$ cat config.mk
export PLATFORM = sky130hd
export DESIGN_NAME = product_accumulator
export DESIGN_NICKNAME = d
export VERILOG_FILES = /design/src/rtl/mult_pkg.sv /design/src/rtl/sat_adder.sv /design/src/rtl/product_accumulator.sv
export SDC_FILE = /design/constraint.sdc
export NUM_CORES = 1
export LEC_CHECK = 0
export BUFFER_PORTS_ARGS = -buffer_cell sky130_fd_sc_hd__buf_4
export CORE_AREA = 2 2 58 60
export CTS_CLUSTER_SIZE = 40
export DETAILED_ROUTE_END_ITERATION = 8
export DIE_AREA = 0 0 60 62
export PLACE_DENSITY = 0.77
export SLEW_MARGIN = 20
export SYNTH_ARGS = -nofsm -noshare
export SYNTH_HDL_FRONTEND = slang
export SYNTH_SLANG_ARGS = --single-unit
$ cat constraint.sdc
create_clock -name clk -period 2.6 [get_ports clk]
set_input_delay 0.26 -clock clk [delete_from_list [all_inputs] [get_ports clk]]
set_output_delay 0.26 -clock clk [all_outputs]
set_load 0.1 [all_outputs]
$ cat src/rtl/mult_pkg.sv
// Shared definitions for the multiplier datapath: product width and the
// accumulator FSM state encodings.
package mult_pkg;

  localparam int PROD_W = 8;

  localparam logic [1:0] ST_IDLE  = 2'b00;
  localparam logic [1:0] ST_ACCUM = 2'b01;
  localparam logic [1:0] ST_DONE  = 2'b10;

endpackage

$ cat src/rtl/sat_adder.sv
// Combinational saturating adder: unsigned accumulator plus an unsigned product,
// clamping to all-ones and flagging when the sum does not fit in ACC_W bits.
module sat_adder
  import mult_pkg::*;
#(
  parameter int ACC_W = 16
) (
  input  logic [ACC_W-1:0]  a,
  input  logic [PROD_W-1:0] b,
  output logic [ACC_W-1:0]  sum,
  output logic              sat
);

  logic [ACC_W:0] full_sum;

  assign full_sum = {1'b0, a} + {{(ACC_W - PROD_W + 1){1'b0}}, b};
  assign sat      = full_sum[ACC_W];
  assign sum      = sat ? {ACC_W{1'b1}} : full_sum[ACC_W-1:0];

endmodule

$ cat src/rtl/product_accumulator.sv
// Accumulates TERMS multiplier products into a saturating sum and offers the
// result on a valid/ready port, holding it until consumed.
//
//   state    | meaning
//   ST_IDLE  | waiting for the first product of a new result
//   ST_ACCUM | adding further products until TERMS have been accepted
//   ST_DONE  | result presented on res_data, waiting for res_ready
module product_accumulator
  import mult_pkg::*;
#(
  parameter int ACC_W = 16,
  parameter int TERMS = 4,
  parameter int CNT_W = $clog2(TERMS + 1)
) (
  input  logic              clk,
  input  logic              rst_n,
  input  logic              ena,
  input  logic              clear,
  input  logic              prod_valid,
  output logic              prod_ready,
  input  logic [PROD_W-1:0] prod,
  output logic              res_valid,
  input  logic              res_ready,
  output logic [ACC_W-1:0]  res_data,
  output logic              res_sat,
  output logic [CNT_W-1:0]  term_cnt
);

  localparam logic [CNT_W-1:0] LAST_IDX   = CNT_W'(TERMS - 1);
  localparam logic [1:0]       FIRST_NEXT = (TERMS == 1) ? ST_DONE : ST_ACCUM;

  logic [1:0]       state;
  logic [ACC_W-1:0] acc;
  logic [ACC_W-1:0] add_sum;
  logic             add_sat;
  logic             sat_q;
  logic [CNT_W-1:0] cnt;
  logic             prod_hs;
  logic             res_hs;

  sat_adder #(.ACC_W(ACC_W)) u_sat_adder (
    .a   (acc),
    .b   (prod),
    .sum (add_sum),
    .sat (add_sat)
  );

  assign prod_ready = ena & (state != ST_DONE);
  assign res_valid  = ena & (state == ST_DONE);
  assign prod_hs    = prod_valid & prod_ready;
  assign res_hs     = res_valid & res_ready;

  assign res_data = acc;
  assign res_sat  = sat_q;
  assign term_cnt = cnt;

  // clear outranks both handshakes; ena low freezes everything including clear
  always_ff @(posedge clk or negedge rst_n) begin
    if (!rst_n) begin
      state <= ST_IDLE;
      acc   <= '0;
      sat_q <= 1'b0;
      cnt   <= '0;
    end else if (ena) begin
      if (clear) begin
        state <= ST_IDLE;
        acc   <= '0;
        sat_q <= 1'b0;
        cnt   <= '0;
      end else begin
        case (state)
          ST_IDLE: begin
            if (prod_hs) begin
              acc   <= {{(ACC_W - PROD_W){1'b0}}, prod};
              sat_q <= 1'b0;
              cnt   <= CNT_W'(1);
              state <= FIRST_NEXT;
            end
          end
          ST_ACCUM: begin
            if (prod_hs) begin
              acc   <= add_sum;
              sat_q <= sat_q | add_sat;
              cnt   <= cnt + CNT_W'(1);
              if (cnt == LAST_IDX) state <= ST_DONE;
            end
          end
          ST_DONE: begin
            if (res_hs) begin
              cnt   <= '0;
              state <= ST_IDLE;
            end
          end
          default: begin
            state <= ST_IDLE;
            cnt   <= '0;
          end
        endcase
      end
    end
  end

endmodule
==> results of run 1 <==
[cell type report]
type / instances / area [µm²]
Clock buffer: 4 / 26.3
Fill cell: 279 / 1240
Inverter: 5 / 18.8
Multi-Input combinational cell: 147 / 1010
Sequential cell: 22 / 552
Tap cell: 46 / 57.6
Timing Repair Buffer: 37 / 280
[metrics by stage]
step | total power, mW | instances | utilization (%) | worst slack [ns]
6_report | 1.11 | 261 | 61.1 | 0.310
5_1_grt | 1.17 | 261 | 61.1 | 0.162
4_1_cts | 1.12 | 261 | 61.1 | 0.302
3_3_place_gp | 0.933 | 256 | 60.0 | 0.426
2_1_floorplan | 0.822 | 183 | - | 0.0271
3_5_place_dp | 0.942 | 256 | 60.0 | 0.336
[critical path: cells and delay by family, from the launching register on]
kind,cells,cell delay [ns]
fa+ha+maj,2,0.64
flops,1,0.44
simple gates,1,0.18
compound gates,4,0.89
[kinds of logic (layout without fill, tap and decap cells)]
| logic type | count (synthesis) | in the layout | synth area share (%) |
|---|---|---|---|
| AOI/OAI and AO/OA | 60 | 60 | 28.7 |
| xor gates and xnor gates | 4 | 4 | 2.16 |
| adders and majority gates | 11 | 11 | 8.94 |
| buffers and inverters | 14 | 46 | 4.01 |
| DFF | 22 | 22 | 33.9 |
| and+or+nand+nor | 72 | 72 | 22.3 |
[where the power goes]
group | internal, mW | switching, mW | leakage [nW] | total, mW
sequential | 0.370 | 0.0338 | 0.297 | 0.404
clock | 0.0600 | 0.110 | 0.0150 | 0.170
combinational | 0.143 | 0.391 | 0.576 | 0.535
[per-layer routing]
metal	up-vias	share of wire, %
met2	48	49
met5	-	0
met4	0	1.3
met3	5	4.7
li1	763	-
met1	741	45
[placed cells by master (no fill, tap or decap), types with 2 or more instances in the layout]
cell type | synthesis | final
and4_1 | 2 | 2
nor2_1 | 8 | 8
nor3_1 | 4 | 4
o211ai_1 | 4 | 4
a21oi_1 | 9 | 9
inv_1 | 5 | 5
clkbuf_4 | 0 | 3
buf_4 | 2 | 36
nor4_1 | 2 | 2
a21o_1 | 4 | 4
and2_1 | 3 | 3
a22oi_1 | 2 | 2
a211oi_1 | 4 | 4
a22o_1 | 2 | 2
a31oi_1 | 2 | 2
xor2_1 | 3 | 3
nand3_1 | 10 | 10
ha_1 | 10 | 10
o21ai_1 | 3 | 3
dfrtp_1 | 22 | 21
nand4_1 | 3 | 3
nand2b_1 | 2 | 2
o311ai_0 | 3 | 3
nand2_1 | 29 | 29
a2111oi_0 | 2 | 2
o21a_1 | 2 | 2
o21ai_0 | 6 | 6
o221ai_1 | 6 | 6
[synth_stat cells, types with 4 or more instances]
| cell | number | area, µm² |
|---|---|---|
| nand3_1 | 10 | 50.1 |
| nor3_1 | 4 | 20.0 |
| dfrtp_1 | 22 | 551 |
| inv_1 | 5 | 18.8 |
| o21ai_0 | 6 | 30.0 |
| a21oi_1 | 9 | 45.0 |
| nand2_1 | 29 | 109 |
| a211oi_1 | 4 | 30.0 |
| o211ai_1 | 4 | 30.0 |
| o221ai_1 | 6 | 52.6 |
| ha_1 | 10 | 125 |
| nor2_1 | 8 | 30.0 |
| a21o_1 | 4 | 30.0 |
[worst max-delay path by stage]
stage | end | depth (start not counted) | from | slack, ns
6_report | res_data[11] | 7 | res_data[0] | 0.31
5_1_grt | res_data[11] | 7 | res_data[0] | 0.16
4_1_cts | res_data[11] | 7 | res_data[0] | 0.30
2_1_floorplan | res_data[13] | 7 | res_data[4] | 0.03
3_5_place_dp | res_data[11] | 7 | res_data[0] | 0.34
3_3_place_gp | res_data[13] | 7 | res_data[0] | 0.43
[state kept, by name, indices dropped and copies added, names as in the netlist]
register  flops
res_sat       1
term_cnt      3
res_data     16
state         2
==> qor.yml, run 1 <==
cts:
  clock_latency_ns: 0.31
  cts_setup_buffers: 0
  cts_tree: "yes"
  clkTransAtPathRegs_ns: 0.13
  cts_htree_levels: 1
  ctsResizeCount: 0
  cts_inserted_buffers: 3
  holdBufCountCts: 1
  cts_root_buffer: "clkbuf_4"
  clockBufferDepth: 2
  cts.sinks: 22
timing:
  fin_skew_ns: 0.00396
  finalSetupTns_ns: 0
  slew_headroom_pct: 57.2
  final.period_utilization_pct: 88.1
  final_hold_viol_count: 0
  min_period_ns: 2.29
  max_freq_mhz: 437
  holdWs_ns: 0.207
  setup_viol: 0
  rsz0062_at_grt: "no"
  worst_slew_pin_slew_ns: 0.637
  drv_slew: 0
yosys:
  synth-edff-count: 0
  avgSynthCellArea_um2: 8.87
  yosys_most_used_dff: "dfrtp_1"
  yosysWarnings: 0
  synth-seq-area-share_pct: 33.9
  syn_inst: 183
  netlist_area_um2: 1620
  synth_cell_type_count: 52
  synth_fp_nets: 208
  synth-seq-cells: 22
  async_flop_share_pct: 100
global_routing:
  grt_pass1_vias: 1465
  grt_util_met3_pct: 2.90
  grt_max_degree: 23
  use_met1_pct: 31.6
  globalRouteTotalUtil_pct: 23.7
  busiest_layer: "met2"
  grt_overflow: 0
  grt_first_pass_wirelength_mm: 6.63
  grt_use_met2_pct: 39.9
  antenna_found_initial: 0
drt:
  wl_per_cell_um: 15.3
  firstDrtPassIters: 4
  antenna_left: 0
  detail_route.iter0.violations: 78
  viasPerCell: 5.97
  drc: 0
  drt_wl_total_mm: 3.99
  dr_total_vias: 1557
cells_and_area:
  n_antenna_cell: 0
  fin_nets: 241
  area.growth.synth_to_final_pct: 19.6
  drive_gt1_share_pct: 21.4
  design_area_um2: 1940
setup_path:
  slowest_delay_ns: 0.44
  arrival_ns: 2.47
  cp_slowest_cell: "dfrtp_2"
  cp_cell_sequence: "ha_1, fa_1, a21o_1, a221oi_4, a211oi_4, nand3_1, o311ai_0"
  start_kind: "register"
  crit_fanout: 5
  worst_ep_required_time_ns: 2.78
  critical_path_class: "reg2reg"
  reg2reg_to: "res_data[11]"
  regToRegSetupSlack_ns: 0.31
  reg2reg_depth: 7
  rr_startpoint: "res_data[0]"
  crit_path_end_kind: "register"
die:
  die-area_um2: 3720
  io_pins: 36
  die_h_um: 62
  start_util_pct: 51.1
  die_w_um: 60
  rows: 21
  core_area_um2: 3180
power_and_ir_drop:
  leakagePower_nw: 0.889
  vdd_ir_drop_max_uv: 286
  p_per_area_nw_per_um2: 570
placement:
  place_congestion: 0.905
  dpl.hpwl_mm: 3.01
  dpl_cell_area_um2: 1910
  portBuffers: 35
status:
  outcome: "finished clean"
min_path:
  holdPathStages: 3
  whs_endpoint: "res_data[6]"
  min-delay-start: "prod[6]"
  hold_path_class: "in2reg"
job:
  max_cap_violations: 0
Note: power is estimated with default switching activity, not from simulation.
==> run 2, diff against run 1 <==
--- a/config.mk
+++ b/config.mk
@@ -7,9 +7,9 @@
 export LEC_CHECK = 0
 export BUFFER_PORTS_ARGS = -buffer_cell sky130_fd_sc_hd__buf_4
-export CORE_AREA = 2 2 58 60
+export CORE_AREA = 2 2 60 62
 export CTS_CLUSTER_SIZE = 40
 export DETAILED_ROUTE_END_ITERATION = 8
-export DIE_AREA = 0 0 60 62
-export PLACE_DENSITY = 0.77
+export DIE_AREA = 0 0 62 64
+export PLACE_DENSITY = 0.72
 export SLEW_MARGIN = 20
 export SYNTH_ARGS = -nofsm -noshare
==> constraint.sdc (replaced) <==
create_clock -name clk -period 2.6 [get_ports clk]
set_input_delay 0.13 -clock clk [delete_from_list [all_inputs] [get_ports clk]]
set_output_delay 0.13 -clock clk [all_outputs]
set_load 0.1 [all_outputs]
==> run 2 against run 1 <==
Net effect:
- via count fell by 0.64%
- maximum frequency grew 2.7%
- clock skew about the same
- non-clock buffer count did not move
- register-to-register slack better by 0.06 ns
- wire length increased by 0.65%
- setup slack better by 0.060 ns
- flip-flop and latch count unchanged
- die area rose by 6.7%
- first-iteration DRC count rose by 37%
- sequential share of layout area did not move
- critical path type unchanged
- critical endpoint is now res_data[13]
==> qor.yml, run 2 (same netlist as run 1, synthesis figures left out) <==
status:
  outcome: "finished clean"
timing:
  drv_slew: 0  # unchanged
  worst_slew_pin_slew_ns: 0.624  # -0.0131 ns
  min_period_ns: 2.23  # -0.0600 ns
  fin_skew_ns: 0.00405  # +0.0000926 ns
  final_hold_viol_count: 0  # unchanged
  final.period_utilization_pct: 85.8  # -2.3 points
  setup_viol: 0  # unchanged
  finalSetupTns_ns: 0  # unchanged
  slew_headroom_pct: 58.1  # +0.88 points
  rsz0062_at_grt: "no"
  holdWs_ns: 0.0892  # -0.118 ns
  max_freq_mhz: 448  # +2.7%
cells_and_area:
  largest_reg_flops: 16  # unchanged
  multi_input_area_um2: 1010  # unchanged
  n_antenna_cell: 0  # unchanged
  final_cell_mix: "buf_4, nand2_1, dfrtp_1"
  area.growth.synth_to_final_pct: 19.6  # unchanged
  fin_nets: 241  # unchanged
  layout_commonest_cell: "buf_4"
  nFillCells: 293  # +5.0%
  drive_gt1_share_pct: 21.4  # unchanged
  regArea_um2: 552  # unchanged
die:
  rows: 21  # unchanged
  start_util_pct: 49.4  # -1.6 points
  io_pins: 36  # unchanged
  core_area_um2: 3280  # +3.3%
  die_h_um: 64  # +3.2%
  die-area_um2: 3970  # +6.7%
  die_w_um: 62  # +3.3%
job:
  max_cap_violations: 0  # unchanged
power_and_ir_drop:
  p_per_area_nw_per_um2: 571  # about the same
  leakagePower_nw: 0.889  # unchanged
  vdd_ir_drop_max_uv: 304  # +6.4%
cts:
  cts_root_buffer: "clkbuf_4"
  clock_latency_ns: 0.32  # about the same
  cts.sinks: 22  # unchanged
  clkTransAtPathRegs_ns: 0.13  # about the same
  cts_inserted_buffers: 3  # unchanged
  cts_tree: "yes"
  cts_setup_buffers: 0  # unchanged
  ctsResizeCount: 0  # unchanged
  cts_htree_levels: 1  # unchanged
  clockBufferDepth: 2  # unchanged
  holdBufCountCts: 1  # unchanged
setup_path:
  critical_path_class: "reg2reg"
  cp_slowest_cell: "dfrtp_2"
  cp_cell_sequence: "ha_1, fa_1, a21o_1, a221oi_4, a211oi_4, nand3_1, o311ai_0"
  worst_ep_required_time_ns: 2.79  # about the same
  slowest_delay_ns: 0.43  # about the same
  critPathTopFamily: "compound AO/OA/AOI/OAI gates"
  crit_fanout: 5  # unchanged
  crit_path_end_kind: "register"
  arrival_ns: 2.42  # -0.05 ns
  start_kind: "register"
  cp_num_buf_inv: 0  # unchanged
global_routing:
  grt_max_degree: 23  # unchanged
  antenna_found_initial: 0  # unchanged
  grt_pass1_vias: 1484  # +1.3%
  grt_first_pass_wirelength_mm: 6.80  # +2.6%
  globalRouteTotalUtil_pct: 22.3  # -1.5 points
  grt_overflow: 0  # unchanged
drt:
  wl_met3_um: 236  # +26%
  routed.top_layer: "met4"
  drt_wl_total_mm: 4.02  # +0.65%
  wirelength_met1_mm: 1.78  # -0.73%
  antenna_left: 0  # unchanged
  drc: 0  # unchanged
  detail_route.iter0.violations: 107  # +37%
  dr_total_vias: 1547  # -0.64%
  met2_wirelength_mm: 1.95  # -0.26%
  wl_per_cell_um: 15.4  # +0.65%
  firstDrtPassIters: 4  # unchanged
  viasPerCell: 5.93  # -0.64%
placement:
  dpl.hpwl_mm: 3.09  # +2.7%
  portBuffers: 35  # unchanged
  place_congestion: 0.837  # -7.5%
min_path:
  hold_path_class: "in2reg"
==> run 2: cell counts in the layout (fill, tap and decap cells not counted) <==
Identical to the previous run, type by type.
==> run 2: through the flow <==
stage | worst slack, ns | instance area [µm²] | std cells | total power [mW] | utilization (%)
final | 0.370 | 1940 | 261 | 1.11 | 59.2
after global routing | 0.181 | 1940 | 261 | 1.17 | 59.2
after CTS | 0.357 | 1940 | 261 | 1.12 | 59.2
after detailed placement | 0.390 | 1910 | 256 | 0.944 | 58.1
after global placement | 0.417 | 1910 | 256 | 0.934 | 58.1
after floorplan | 0.0271 | 1630 | 183 | 0.822 | -
==> run 2: final timing paths <==
kind	from	end	slack [ns]	cells after the start
worst max-delay path	res_data[0]	res_data[13]	0.37	7
worst min-delay path	prod[6]	res_data[6]	0.09	3
worst max register to register	res_data[0]	res_data[13]	0.37	7
worst min register to register	res_data[5]	res_data[5]	0.52	2
max in group asynchronous	rst_n	res_data[0]	2.13	2
min in group asynchronous	rst_n	term_cnt[2]	0.23	2
==> run 2: worst reg2reg max path, cell delays in order, from the launching register on <==
cell	delay, ns
dfrtp_2	0.43
ha_1	0.22
fa_1	0.41
a21o_1	0.25
a221oi_4	0.33
a211oi_4	0.13
nand3_1	0.18
o311ai_0	0.14
==> run 2: per-layer routing <==
metal  vias to the layer above  track usage [%]
li1                        762                -
met2                        44             35.2
met4                         0             6.12
met1                       736             31.0
met3                         5             3.44
met5                         -                0
==> run 2: area by class of cell <==
cell class              count  area share [%]
clock buffers               4            1.35
inverters                   5           0.966
multi-input cells         147            51.9
flip-flops and latches     22            28.4
well taps                  46            2.96
repair buffers             37            14.4
==> run 2: power by group <==
part	switching [mW]	leakage, nW	internal [mW]	total [mW]
Sequential	0.0347	0.297	0.370	0.405
Combinational	0.390	0.576	0.143	0.533
Clock	0.111	0.0150	0.0601	0.171
Total	0.536	0.889	0.573	1.11
